<file path="config.mk">
export PLATFORM = sky130hd
export DESIGN_NAME = fetch_unit_flat
export DESIGN_NICKNAME = d
export VERILOG_FILES = /design/src/rtl/fetch_pkg.sv /design/src/rtl/fetch_if.sv /design/src/rtl/fetch_queue.sv /design/src/rtl/fetch_unit.sv /design/src/flat_wrapper.sv
export SDC_FILE = /design/constraint.sdc
export NUM_CORES = 1
export LEC_CHECK = 0
export CORE_MARGIN = 1.5
export CORE_UTILIZATION = 57
export DETAILED_ROUTE_END_ITERATION = 12
export PLACE_DENSITY = 0.89
export SYNTH_ARGS = -nofsm -noshare
export SYNTH_HDL_FRONTEND = slang
export SYNTH_SLANG_ARGS = --single-unit
</file>
<file path="constraint.sdc">
create_clock -name clk -period 12.2 [get_ports clk]
set_input_delay 2.44 -clock clk [delete_from_list [all_inputs] [get_ports clk]]
set_output_delay 2.44 -clock clk [all_outputs]
set_load 0.05 [all_outputs]
</file>
<file path="src/rtl/fetch_pkg.sv">
// Shared types for the instruction-fetch front end: FSM states, queue entry, default reset PC.
package fetch_pkg;

  typedef enum logic {FETCH, DROP} fetch_state_e;

  typedef struct packed {
    logic [31:0] instr;
    logic [31:0] pc4;
  } fetch_entry_t;

  localparam logic [31:0] FETCH_RESET_PC = 32'h0000_0000;

endpackage

</file>
<file path="src/rtl/fetch_if.sv">
// Instruction-memory req/ack bus; fetch_unit is the master, memory the slave.
interface fetch_if;
  logic        req;
  logic [31:0] addr;
  logic        ack;
  logic [31:0] rdata;

  modport master (output req, addr, input  ack, rdata);
  modport slave  (input  req, addr, output ack, rdata);
endinterface

</file>
<file path="src/rtl/fetch_queue.sv">
// Prefetch FIFO of fetched words; flush wins over push/pop in the same cycle.
module fetch_queue
  import fetch_pkg::*;
#(
  parameter  int QDEPTH = 2,
  localparam int AW     = (QDEPTH > 1) ? $clog2(QDEPTH) : 1,
  localparam int CW     = AW + 1
)(
  input  logic         clk,
  input  logic         rst,
  input  logic         push,
  input  logic         pop,
  input  logic         flush,
  input  fetch_entry_t wdata,
  output fetch_entry_t rdata,
  output logic [CW-1:0] count,
  output logic         empty,
  output logic         full
);

  fetch_entry_t  mem [QDEPTH];
  logic [AW-1:0] wptr, rptr;
  logic          do_push, do_pop;

  assign empty   = (count == '0);
  assign full    = (count == CW'(QDEPTH));
  assign do_push = push && !full;
  assign do_pop  = pop && !empty;
  assign rdata   = mem[rptr];

  always_ff @(posedge clk or posedge rst) begin
    if (rst) begin
      wptr  <= '0;
      rptr  <= '0;
      count <= '0;
    end else if (flush) begin
      wptr  <= '0;
      rptr  <= '0;
      count <= '0;
    end else begin
      if (do_push) wptr <= wptr + AW'(1);
      if (do_pop)  rptr <= rptr + AW'(1);
      count <= count + CW'(do_push) - CW'(do_pop);
    end
  end

  // Storage needs no reset; pointers alone define which entries are live.
  always_ff @(posedge clk) begin
    if (do_push) mem[wptr] <= wdata;
  end

endmodule

</file>
<file path="src/rtl/fetch_unit.sv">
// IF stage: owns the PC, fetches over imem, queues words, drives the IF/ID slot.
// Optional FETCH_PERF_EN adds saturating stall-cycle and redirect counters.
module fetch_unit
  import fetch_pkg::*;
#(
  parameter logic [31:0] RESET_PC = FETCH_RESET_PC,
  parameter int          QDEPTH   = 2
)(
  input  logic        clk,
  input  logic        rst,
  input  logic        stall,
  input  logic        redirect,
  input  logic [31:0] redirect_pc,
  fetch_if.master     imem,
  output logic        ifid_valid,
  output logic [31:0] ifid_instr,
  output logic [31:0] ifid_pc4
`ifdef FETCH_PERF_EN
  ,
  output logic [15:0] perf_stall_cnt,
  output logic [15:0] perf_flush_cnt
`endif
);

  localparam int              AW = (QDEPTH > 1) ? $clog2(QDEPTH) : 1;
  localparam int              CW = AW + 1;
  localparam logic [CW-1:0]   QD = CW'(QDEPTH);

  fetch_state_e  state, state_nxt;
  logic [31:0]   pc, drop_addr;
  logic          push, pop;
  fetch_entry_t  q_wdata, q_rdata;
  logic [CW-1:0] q_count;
  logic          q_empty, q_full;

  assign q_wdata = '{instr: imem.rdata, pc4: pc + 32'd4};
  assign pop     = !stall && !redirect && !q_empty;

  fetch_queue #(.QDEPTH(QDEPTH)) u_queue (
    .clk   (clk),
    .rst   (rst),
    .push  (push),
    .pop   (pop),
    .flush (redirect),
    .wdata (q_wdata),
    .rdata (q_rdata),
    .count (q_count),
    .empty (q_empty),
    .full  (q_full)
  );

  always_comb begin
    state_nxt = state;
    imem.req  = 1'b0;
    imem.addr = pc;
    push      = 1'b0;
    case (state)
      FETCH: begin
        // The held request is the only outstanding one, so queue occupancy gates it.
        imem.req = (q_count < QD);
        push     = imem.req && imem.ack && !redirect && !q_full;
        if (redirect && imem.req && !imem.ack) state_nxt = DROP;
      end
      DROP: begin
        imem.req  = 1'b1;
        imem.addr = drop_addr;
        if (imem.ack) state_nxt = FETCH;
      end
      default: state_nxt = FETCH;
    endcase
  end

  always_ff @(posedge clk or posedge rst) begin
    if (rst) begin
      state      <= FETCH;
      pc         <= RESET_PC;
      drop_addr  <= '0;
      ifid_valid <= 1'b0;
      ifid_instr <= '0;
      ifid_pc4   <= '0;
    end else begin
      state <= state_nxt;
      if (redirect)  pc <= redirect_pc & ~32'd3;
      else if (push) pc <= pc + 32'd4;
      // Tracks pc while fetching so the stale address survives the redirect into DROP.
      if (state == FETCH) drop_addr <= pc;
      if (redirect) begin
        ifid_valid <= 1'b0;
      end else if (!stall) begin
        ifid_valid <= !q_empty;
        if (!q_empty) begin
          ifid_instr <= q_rdata.instr;
          ifid_pc4   <= q_rdata.pc4;
        end
      end
    end
  end

`ifdef FETCH_PERF_EN
  always_ff @(posedge clk or posedge rst) begin
    if (rst) begin
      perf_stall_cnt <= '0;
      perf_flush_cnt <= '0;
    end else begin
      if (stall && perf_stall_cnt != 16'hFFFF)    perf_stall_cnt <= perf_stall_cnt + 16'd1;
      if (redirect && perf_flush_cnt != 16'hFFFF) perf_flush_cnt <= perf_flush_cnt + 16'd1;
    end
  end
`endif

endmodule
</file>
<file path="src/flat_wrapper.sv">
// flat-port wrapper written by rule: the top's interface ports become plain ports
module fetch_unit_flat import fetch_pkg::*;
#(
  parameter logic [31:0] RESET_PC = FETCH_RESET_PC,
  parameter int          QDEPTH   = 2
)
  (clk, rst, stall, redirect, redirect_pc, ifid_valid, ifid_instr, ifid_pc4, imem_req, imem_addr, imem_ack, imem_rdata);
  fetch_if imem_i ();
  input  logic clk;
  input  logic rst;
  input  logic stall;
  input  logic redirect;
  input  logic [31:0] redirect_pc;
  output logic ifid_valid;
  output logic [31:0] ifid_instr;
  output logic [31:0] ifid_pc4;
  output wire logic [$bits(imem_i.req)-1:0] imem_req;
  output wire logic [$bits(imem_i.addr)-1:0] imem_addr;
  input wire logic [$bits(imem_i.ack)-1:0] imem_ack;
  input wire logic [$bits(imem_i.rdata)-1:0] imem_rdata;
  assign imem_req = imem_i.req;
  assign imem_addr = imem_i.addr;
  assign imem_i.ack = imem_ack;
  assign imem_i.rdata = imem_rdata;
  fetch_unit #(.RESET_PC(RESET_PC), .QDEPTH(QDEPTH)) u_core (.clk(clk), .rst(rst), .stall(stall), .redirect(redirect), .redirect_pc(redirect_pc), .imem(imem_i), .ifid_valid(ifid_valid), .ifid_instr(ifid_instr), .ifid_pc4(ifid_pc4));
endmodule
</file>
==> summary.md, run 1 <==
| Metric | Value |
|---|---|
| Final HPWL DP | 12.3 mm |
| Layout cells sized above 1 | 10.3% |
| DP Area | 11900 um2 |
| Status | complete, no violations |
| Yosys top cell by area | edfxtp_1 |
| Peak Freq | 207 MHz |
| Post-route DRC | 0 |
| Most used DFF post-synth | dfrtp_1 |
| First-pass iteration count of the detailed router | 5 |
| FF-to-FF path depth | 6 |
| Most common library cells after synthesis | 130 x dfrtp_1, 124 x edfxtp_1, 113 x nand2_1 |
| Clock skew | 0.0105 ns |
| Final instance area | 12900 um2 |
| DRT antenna net count | 0 |
| Max-cap violations | 0 |
| NetSw | 0.00104 W |
| Max VDD drop | 0.000179 V |
| Slew Viols, Final | 0 |
| CP Class | reg2out |
| End of the critical path | imem_addr[3] |
| CTS tree | built |
| Count of input and output buffers | 162 |
| Count leader, synth | dfrtp_1 |
| Vias after detailed routing | around 6300 |
| Width of the chip | 137 um |
| Asr flop ratio synth | 51.2% |
| Starting Density | 58.6% |
| Die ar. | ~19000 um2 |
| Vias in the first global route | 6291 |
| Endpoint type of the worst setup path | output pin |
| Worst slack, placed | 7.51 ns |
| Global Route Usage Sum | between 20% and 30% |
| Post-DR vias/cell | 5.47 |
| Worst R2R End | u_core.u_queue.mem[1][30]$_DFFE_PP_ |
| Sequential share of power | 39.3% |
| PnR worst setup slack | 7.36 ns |
| Final Cycle Share | approximately two fifths |
| Final setup TNS | 0 ns |
| Boundary Pins | 167 |
| Pin count of the biggest net entering global routing | 128 |
| Final GP Congestion | 0.837 |
| Worst endpoint required time | 9.76 ns |
| Worst-Margin Slew | ~1.1 ns |
| CORE AREA | 17400 um2 |
| Design Power | about 0.0030 W |
| Synth area leaders | edfxtp_1 37%, dfrtp_1 32%, mux2i_1 6.2% |
| Post-CTS Setup Bufs | 0 |
| N_diodes | 0 |
| Max Root-Sink Buffers | 3 |
| Mean area per synthesized cell | 13.3 um2 |
| Share of the synthesized area in the top cell type | 36.6% |
| CTS clk-pin slew, worst paths | ~0.060 ns |
| Mapped Cells | 763 |
| Leak | 4.92 nW |
| Clk sink count | 254 |
| Fin crit period | 4.84 ns |
| Synth cell types | 37 |
| Reg2Reg Setup Slack | 9.72 ns |
| Worst setup path startpoint | u_core.state$_DFF_PP0_ |
| Synth-to-layout area growth | 27.1% |
| Gr ovfl total | 0 |
| Clock share of power | 30.0% |
| CP startpoint kind | register |
| Clk_lat worst skew | 0.52 ns |
| H-Tree Depth | 1 |
| Hold WS | roughly 0.48 ns |
| RSZ-0062 raised after global routing | false |
| Pwr per Cell Area | 229 nW/um2 |
| #FFs+latches synth | 254 |
| CTS resizes | 0 |
| Seq/Total Area, Yosys | 68.6% |
| Post-Route WL | 20.7 mm |
| Initial antenna violation count | 0 |
| WL/cell | 17.9 um |
| Number of flops mapped to enable cells by yosys | 124 |
| Clock root cell | clkbuf_16 |
| First-pass GRT wire length | 32.6 mm |
| Hold Violations, Final | 0 |
| Hold buffers post-CTS | 0 |
| Post-synthesis instance area | 10200 um2 |
| Nets | roughly 990 |
| Row Count | 48 |
| Worst Path Arrival | 2.40 ns |
| Yosys warnings | 0 |
| Internal power | 0.00191 W |
| DR iter-0 viols | 432 |
| Hold WC Path Type | reg2reg |
| CP Max Fanout | 39 |
| Switching share of power | 35.2% |
| Max-slew headroom | 23.9% |
| Die Y-Extent | 137 um |
| Total CTS buffers | 26 |
| R2R Path Start | u_core.pc[2]$_DFFE_PP0P_ |
| # setup viols final | 0 |
| Comb pwr share | 30.7% |
==> routing by layer <==
| layer | global-route usage [%] | vias up | wire (um) |
|---|---|---|---|
| li1 | - | 2971 | - |
| met1 | 29.6 | 3095 | 8500 |
| met2 | 38.4 | 223 | 10500 |
| met3 | 3.19 | 40 | 1250 |
| met4 | 7.80 | 0 | 533 |
| met5 | 0 | - | 0 |
==> worst max-delay path, stage by stage, from the launching register on <==
cell and delay, ns:
dfrtp_1 0.32, buf_4 0.42, mux2_2 0.42, clkdlybuf4s50_1 0.71
==> power by group through the flow <==
stage | sequential [W] | combinational, W | clock (W)
6_report | 0.00116 | 0.000909 | 0.000887
5_1_grt | 0.00118 | 0.000958 | 0.000933
4_1_cts | 0.00116 | 0.000917 | 0.000902
3_5_place_dp | 0.00117 | 0.000907 | 0
3_3_place_gp | 0.00116 | 0.000890 | 0
2_1_floorplan | 0.00149 | 0.000258 | 0
==> layout by cell type, fill, tap and decap left out, types with 3 or more instances in the layout <==
cell type and count:
nor2_1 13, o21ai_0 92, inv_1 7, mux2i_1 63
nor4_1 6, and2_1 4, dfrtp_1 129, buf_4 7
clkinvlp_4 3, clkinv_2 7, and4_1 5, bufinv_16 7
o21ai_1 4, nor2_2 4, nor3_1 17, nand4_1 6
and3_1 5, xnor2_1 38, xor2_1 21, mux2_2 28
clkbuf_16 27, nand2_1 113, edfxtp_1 124, nand3_1 13
ha_1 3, clkdlybuf4s50_1 161
==> cell families after synthesis <==
group                    count (synthesis)  share of synthesized area [%]
buffers and inverters                   56                           2.37
other                                    1                         0.0369
flip-flops                             254                           68.6
AO/OA/AOI/OAI                           98                           4.82
XOR/XNOR                                59                           5.08
adder cells (fa/ha/maj)                  3                          0.369
AND/OR/NAND/NOR                        201                           9.41
multiplexers                            91                           9.30
==> how the worst min path moves through the flow <==
stage	start	end	slack, ns	cells past startpoint
6_report	u_core.ifid_pc4[14]$_DFFE_PP0P_	u_core.ifid_pc4[14]$_DFFE_PP0P_	0.48	2
3_5_place_dp	u_core.ifid_pc4[14]$_DFFE_PP0P_	u_core.ifid_pc4[14]$_DFFE_PP0P_	0.47	2
3_3_place_gp	u_core.ifid_instr[15]$_DFFE_PP0P_	u_core.ifid_instr[15]$_DFFE_PP0P_	0.46	2
2_1_floorplan	u_core.u_queue.mem[0][59]$_DFFE_PP_	u_core.ifid_instr[27]$_DFFE_PP0P_	0.50	2
4_1_cts	u_core.ifid_pc4[14]$_DFFE_PP0P_	u_core.ifid_pc4[14]$_DFFE_PP0P_	0.48	2
5_1_grt	u_core.ifid_pc4[16]$_DFFE_PP0P_	u_core.ifid_pc4[16]$_DFFE_PP0P_	0.51	2
==> state kept, by name (all words and copies together) (netlist names) <==
signal,cells
u_core.u_queue.rptr,1
u_core.state,1
u_core.drop_addr,32
u_core.ifid_valid,1
u_core.ifid_pc4,30
u_core.u_queue.count,2
u_core.u_queue.mem,124
u_core.pc,30
u_core.u_queue.wptr,1
u_core.ifid_instr,32
==> cell type report <==
| type | count | area, um2 |
|---|---|---|
| clock buffer | 29 | 693 |
| clock inverter | 19 | 288 |
| fill | 1069 | 4430 |
| inverter | 8 | 35.0 |
| multi-input combinational | 454 | 2980 |
| sequential | 254 | 6980 |
| tap | 225 | 282 |
| timing repair buffer | 169 | 1670 |
==> metrics by stage <==
stage / instances / util, %
after CTS: 1158 / 74.5
after global placement: 1110 / 68.8
after detailed placement: 1110 / 68.8
after global routing: 1158 / 74.5
final: 1158 / 74.5
after floorplan: 764 / -
Note: power is estimated with default switching activity, not from simulation.
==> inputs of run 2 (changes only) <==
Settings changed: CORE_UTILIZATION 57 to 48, PLACE_DENSITY 0.89 to 0.8.
Clock period 12.2 ns to 4.4 ns, I/O delays scaled along.
==> run 2 against run 1 <==
  * Combinational power rose to 2.8 times the previous value
  * Worst setup slack got worse by 6.2 ns
  * Hold slack improved by 0.0023 ns
  * Flip-flop and latch count unchanged
  * Global-route usage is 4.4 points lower
  * Clock skew is 0.0038 ns higher
  * Utilization shrank 13 points
  * Critical endpoint is now imem_addr[29]
  * Largest power group unchanged
  * Clock-buffer cell count is 13 higher
  * Die area rose by 18%
==> summary.md, run 2 (synthesis gave the netlist of run 1 again) <==
| Metric | Value |
|---|---|
| Status | complete, no violations |
| Post-CTS Setup Bufs | 0 |
| Post-route DRC | 0 |
| RSZ-0062 raised after global routing | false |
| Pin count of the biggest net entering global routing | 95 |
| Final instance area | 12900 um2 |
| First-pass iteration count of the detailed router | 6 |
| H-Tree Depth | 1 |
| Boundary Pins | between 150 and 200 |
| Worst setup path startpoint | u_core.state$_DFF_PP0_ |
| Die ar. | 22100 um2 |
| Layout cells sized above 1 | 9.80% |
| Reg2Reg Setup Slack | 1.90 ns |
| Fillers | about 1600 |
| CP Class | reg2out |
| Clk_lat worst skew | 0.52 ns |
| Hold buffers post-CTS | 0 |
| Row Count | 53 |
| Worst endpoint required time | 3.52 ns |
| Nets | a little under 1000 |
| Initial antenna violation count | 0 |
| Worst-Margin Slew | 1.14 ns |
| Clk sink count | 254 |
| Peak Freq | 309 MHz |
| Hold Violations, Final | 0 |
| Count of input and output buffers | about 160 |
| FF-to-FF path depth | 6 |
| Final setup TNS | 0 ns |
| Width of the chip | 149 um |
| Final Cycle Share | between 70% and 80% |
| N_diodes | 0 |
| Pwr per Cell Area | 610 nW/um2 |
| Endpoint type of the worst setup path | output pin |
| DRT antenna net count | 0 |
| Final HPWL DP | between 10 and 15 mm |
| Top reg by flops | u_core.u_queue.mem |
| Vias after detailed routing | 6084 |
| Starting Density | approximately half |
| # setup viols final | 0 |
| Worst Path Arrival | roughly 2.4 ns |
| Fin crit period | 3.23 ns |
| CTS resizes | 0 |
| First-pass GRT wire length | 31.8 mm |
| Vias in the first global route | 6092 |
| Max Root-Sink Buffers | 3 |
| Final GP Congestion | 0.800 |
| Post-DR vias/cell | 5.01 |
| End of the critical path | imem_addr[29] |
| Clock root cell | clkbuf_16 |
| Most frequent cells in the layout | 161 x clkdlybuf4s50_1, 129 x dfrtp_1, 124 x edfxtp_1, 113 x nand2_1, 92 x o21ai_0 |
| Max-slew headroom | 23.9% |
| Clock skew | 0.0143 ns |
| Global Route Usage Sum | 18.1% |
| Max-cap violations | 0 |
| Slew Viols, Final | 0 |
| Largest register FFs | 124 |
| CTS tree | built |
| R2R Path Start | u_core.state$_DFF_PP0_ |
| Die Y-Extent | 149 um |
| Hold WC Path Type | reg2reg |
| PnR worst setup slack | 1.17 ns |
| Most common cell after layout, fill and taps aside | clkdlybuf4s50_1 |
| CORE AREA | 20900 um2 |
| DP Area | between 10000 and 15000 um2 |
| CP Max Fanout | 39 |
| WL/cell | 16.1 um |
| Synth-to-layout area growth | 27.2% |
| CTS clk-pin slew, worst paths | about 0.06 ns |
| Post-Route WL | 19.6 mm |
| Leak | 4.90 nW |
| Worst slack, placed | 1.13 ns |
| Total CTS buffers | 27 |
| CP startpoint kind | register |
| Max VDD drop | 0.000324 V |
| DR iter-0 viols | around 300 |
| Worst R2R End | u_core.u_queue.mem[1][37]$_DFFE_PP_ |
| Fin util | 61.9% |
| Gr ovfl total | 0 |
| Largest regs | u_core.u_queue.mem: 124 flops, u_core.drop_addr: 32 flops, u_core.ifid_instr: 32 flops |
## run 2: changes by cell type in the layout (fill, tap and decap cells not counted)
cell | previous run | this run
clkinv_2 | 7 | 3
clkinv_8 | 1 | 0
buf_4 | 7 | 9
clkinvlp_4 | 3 | 0
bufinv_16 | 7 | 2
clkbuf_8 | 1 | 4
buf_12 | 0 | 2
clkbuf_1 | 1 | 11
inv_6 | 1 | 3
## run 2: power by group
group / switching [W] / internal [W] / total (W)
clock: 0.000864 / 0.00132 / 0.00219
combinational: 0.00166 / 0.000840 / 0.00250
sequential: 0.000277 / 0.00292 / 0.00320
## run 2: worst max-delay path: stages (launching register included)
cell and delay (ns):
dfrtp_1 0.32, buf_4 0.40, mux2_2 0.41, clkdlybuf4s50_1 0.70
## run 2: worst min path at each step
| stage | cells past startpoint | endpoint | startpoint | slack [ns] |
|---|---|---|---|---|
| floorplan | 2 | u_core.ifid_instr[27]$_DFFE_PP0P_ | u_core.u_queue.mem[0][59]$_DFFE_PP_ | 0.50 |
| global placement | 2 | u_core.ifid_instr[30]$_DFFE_PP0P_ | u_core.ifid_instr[30]$_DFFE_PP0P_ | 0.46 |
| detailed placement | 2 | u_core.ifid_instr[10]$_DFFE_PP0P_ | u_core.ifid_instr[10]$_DFFE_PP0P_ | 0.47 |
| CTS | 2 | u_core.ifid_instr[10]$_DFFE_PP0P_ | u_core.ifid_instr[10]$_DFFE_PP0P_ | 0.48 |
| global route | 2 | u_core.ifid_instr[10]$_DFFE_PP0P_ | u_core.ifid_instr[10]$_DFFE_PP0P_ | 0.51 |
| finish | 2 | u_core.ifid_pc4[5]$_DFFE_PP0P_ | u_core.ifid_pc4[5]$_DFFE_PP0P_ | 0.48 |
## run 2: per-stage QoR
step,hold WS [ns],power [W],cells
6_report,0.479,0.00789,1214
5_1_grt,0.508,0.00824,1214
4_1_cts,0.482,0.00798,1214
3_5_place_dp,0.469,0.00577,1164
3_3_place_gp,0.460,0.00571,1164
2_1_floorplan,0.505,0.00485,764
## run 2: area by class of cell
class | instances | area (um2) | share of cell area (%)
flip-flops and latches | 254 | 6980 | 54.0
multi-input cells | 454 | 2980 | 23.1
repair buffers | 173 | 1720 | 13.3
clock buffers | 42 | 772 | 5.97
well taps | 275 | 344 | 2.66
clock inverters | 8 | 96.3 | 0.745
inverters | 8 | 35.0 | 0.271
## run 2: layer usage
layer	track usage [%]	routed length (um)	share of wire (%)
met5	0	0	0
met4	5.00	346	1.8
met3	2.42	886	4.5
met2	29.4	9270	47
met1	25.7	9100	46
==> inputs of run 3 (changes only) <==
Clock period 4.4 ns to 2.8 ns, I/O delays scaled along.
==> run 3 against run 2 <==
  * Register-to-register slack worse by 1.4 ns
  * Total power increased by 60%
  * Clock-buffer cell count unchanged
  * Clock power increased by 57%
  * Combinational power rose by 68%
  * Sequential power is 56% higher
  * Flip-flop and latch count unchanged
  * Cell area grew 3.4%
  * Global-route usage increased by 0.61 points
  * Hold slack worse by 0.13 ns
  * Non-clock buffer count is 4 higher
  * Critical endpoint is now imem_addr[16]
  * Cell count is 0.16% higher
==> summary.md, run 3 (synthesis gave the netlist of run 1 again) <==
| Metric | Value |
|---|---|
| Endpoint type of the worst setup path | output pin |
| CTS resizes | 0 |
| Design Power | 0.0126 W |
| Leak | 5.13 nW |
| Total CTS buffers | 26 |
| First-pass iteration count of the detailed router | 4 |
| NetSw | 0.00446 W |
| Hold WC Path Type | in2reg |
| DR iter-0 viols | 350 |
| Pwr per Cell Area | 944 nW/um2 |
| Hold buffers post-CTS | 0 |
| Clk sink count | between 200 and 300 |
| CORE AREA | 20900 um2 |
| Clock root cell | clkbuf_16 |
| Die Y-Extent | about 150 um |
| Top reg by flops | u_core.u_queue.mem |
| Most common cell after layout, fill and taps aside | dfrtp_1 |
| Final HPWL DP | 13.1 mm |
| Hold Violations, Final | 0 |
| H-Tree Depth | 1 |
| Clock skew | approximately 0.017 ns |
| CP Class | reg2out |
| Finished Layout Cells | about 1200 |
| Initial antenna violation count | 0 |
| N_diodes | 0 |
| Count of input and output buffers | 162 |
| Width of the chip | 149 um |
| Max Root-Sink Buffers | 3 |
| CTS tree | built |
| Largest regs | u_core.u_queue.mem: 124 flops, u_core.drop_addr: 32 flops, u_core.ifid_instr: 32 flops |
| Clk_lat worst skew | 0.52 ns |
| Peak Freq | 371 MHz |
| First-pass GRT wire length | 32.8 mm |
| Internal power | between 0.008 and 0.009 W |
| Status | complete, no violations |
| Pin count of the biggest net entering global routing | 128 |
| Final Cycle Share | 96.3% |
| Post-DR vias/cell | 5.13 |
| Worst-Margin Slew | 0.620 ns |
| Sequential share of power | 39.5% |
| CP Max Fanout | 16 |
| # setup viols final | 0 |
| Comb pwr share | 33.2% |
| WL/cell | 16.5 um |
| Most frequent cells in the layout | 129 x dfrtp_1, 128 x clkdlybuf4s50_1, 124 x edfxtp_1, 113 x nand2_1, 92 x o21ai_0 |
| Slew Viols, Final | 0 |
| Final GP Congestion | 0.833 |
| Largest register FFs | approximately 120 |
| CP startpoint kind | register |
| Max VDD drop | 0.000469 V |
| Global Route Usage Sum | 18.7% |
| RSZ-0062 raised after global routing | false |
| Post-CTS Setup Bufs | 0 |
| Post-Route WL | 20.1 mm |
| Vias in the first global route | 6300 |
| Worst Path Arrival | approximately 2.1 ns |
| Switching share of power | around a third |
| Synth-to-layout area growth | 31.5% |
| Layout cells sized above 1 | 14.2% |
| Row Count | between 50 and 60 |
| Max-cap violations | 0 |
| CTS clk-pin slew, worst paths | 0.06 ns |
| Fillers | 1565 |
| Fin util | between 60 and 70% |
| Fin crit period | 2.70 ns |
| Vias after detailed routing | about 6200 |
| Worst endpoint required time | ~2.2 ns |
| Boundary Pins | 167 |
| Starting Density | 48.7% |
| Nets | 993 |
| Post-route DRC | 0 |
| DRT antenna net count | 0 |
| Die ar. | 22100 um2 |
| Clock share of power | 27.3% |
| Gr ovfl total | 0 |
| Max-slew headroom | between 50% and 60% |
| Placed insts | around 1200 |
run 3: cell count changes in the layout (fill, tap and decap cells not counted), sizes merged:
cell and delta:
buf +37, bufinv -2, clkdlybuf4s50 -33, clkinv +2
clkinvlp +1, inv -3
run 3: routing by layer:
layer	track usage, %	part of all wire [%]	vias up
li1	-	-	3008
met1	25.9	44	3011
met2	30.2	48	179
met3	2.88	5.4	41
met4	6.53	2.8	0
met5	0	0	-
run 3: worst paths after layout:
kind                                                   start                                  end  slack [ns]  cells past startpoint
max                                   u_core.state$_DFF_PP0_                        imem_addr[16]        0.10                      3
min                                                 redirect    u_core.u_queue.count[1]$_DFF_PP0_        0.35                      2
max reg2reg                         u_core.pc[7]$_DFFE_PP0P_  u_core.u_queue.mem[1][30]$_DFFE_PP_        0.48                      5
min reg2reg                u_core.ifid_instr[17]$_DFFE_PP0P_    u_core.ifid_instr[17]$_DFFE_PP0P_        0.48                      2
max in group asynchronous                                rst     u_core.ifid_instr[6]$_DFFE_PP0P_        1.68                      3
min in group asynchronous                                rst    u_core.ifid_instr[23]$_DFFE_PP0P_        0.45                      2
run 3: critical path: stages, from the launching register on:
cell and delay, ns:
dfrtp_1 0.74, buf_4 0.32, mux2_2 0.40, buf_12 0.16
run 3: power by group through the flow:
stage	clock network [W]	logic (W)	registers, W
floorplan	0	0.00113	0.00649
global placement	0	0.00415	0.00504
detailed placement	0	0.00421	0.00507
CTS	0.00353	0.00423	0.00500
global route	0.00367	0.00442	0.00507
finish	0.00344	0.00419	0.00499
run 3: per-stage QoR:
stage / hold WS (ns) / TNS [ns] / worst slack (ns) / cell area [um2]
final: 0.348 / 0 / 0.104 / 13400
after global routing: 0.362 / 0 / 0.0117 / 13400
after CTS: 0.332 / 0 / 0.0774 / 13400
after detailed placement: 0.469 / 0 / 0.291 / 12500
after global placement: 0.460 / 0 / 0.408 / 12500
after floorplan: 0.505 / -46.07 / -0.372 / 10200
run 3: layout make-up:
cell class              count  area [um2]  share of cell area, %
clock inverters             6        30.0                  0.225
well taps                 275         344                   2.57
clock buffers              42         855                   6.39
multi-input cells         454        2980                   22.3
flip-flops and latches    254        6980                   52.2
repair buffers            177        2150                   16.1
inverters                   8        33.8                  0.253
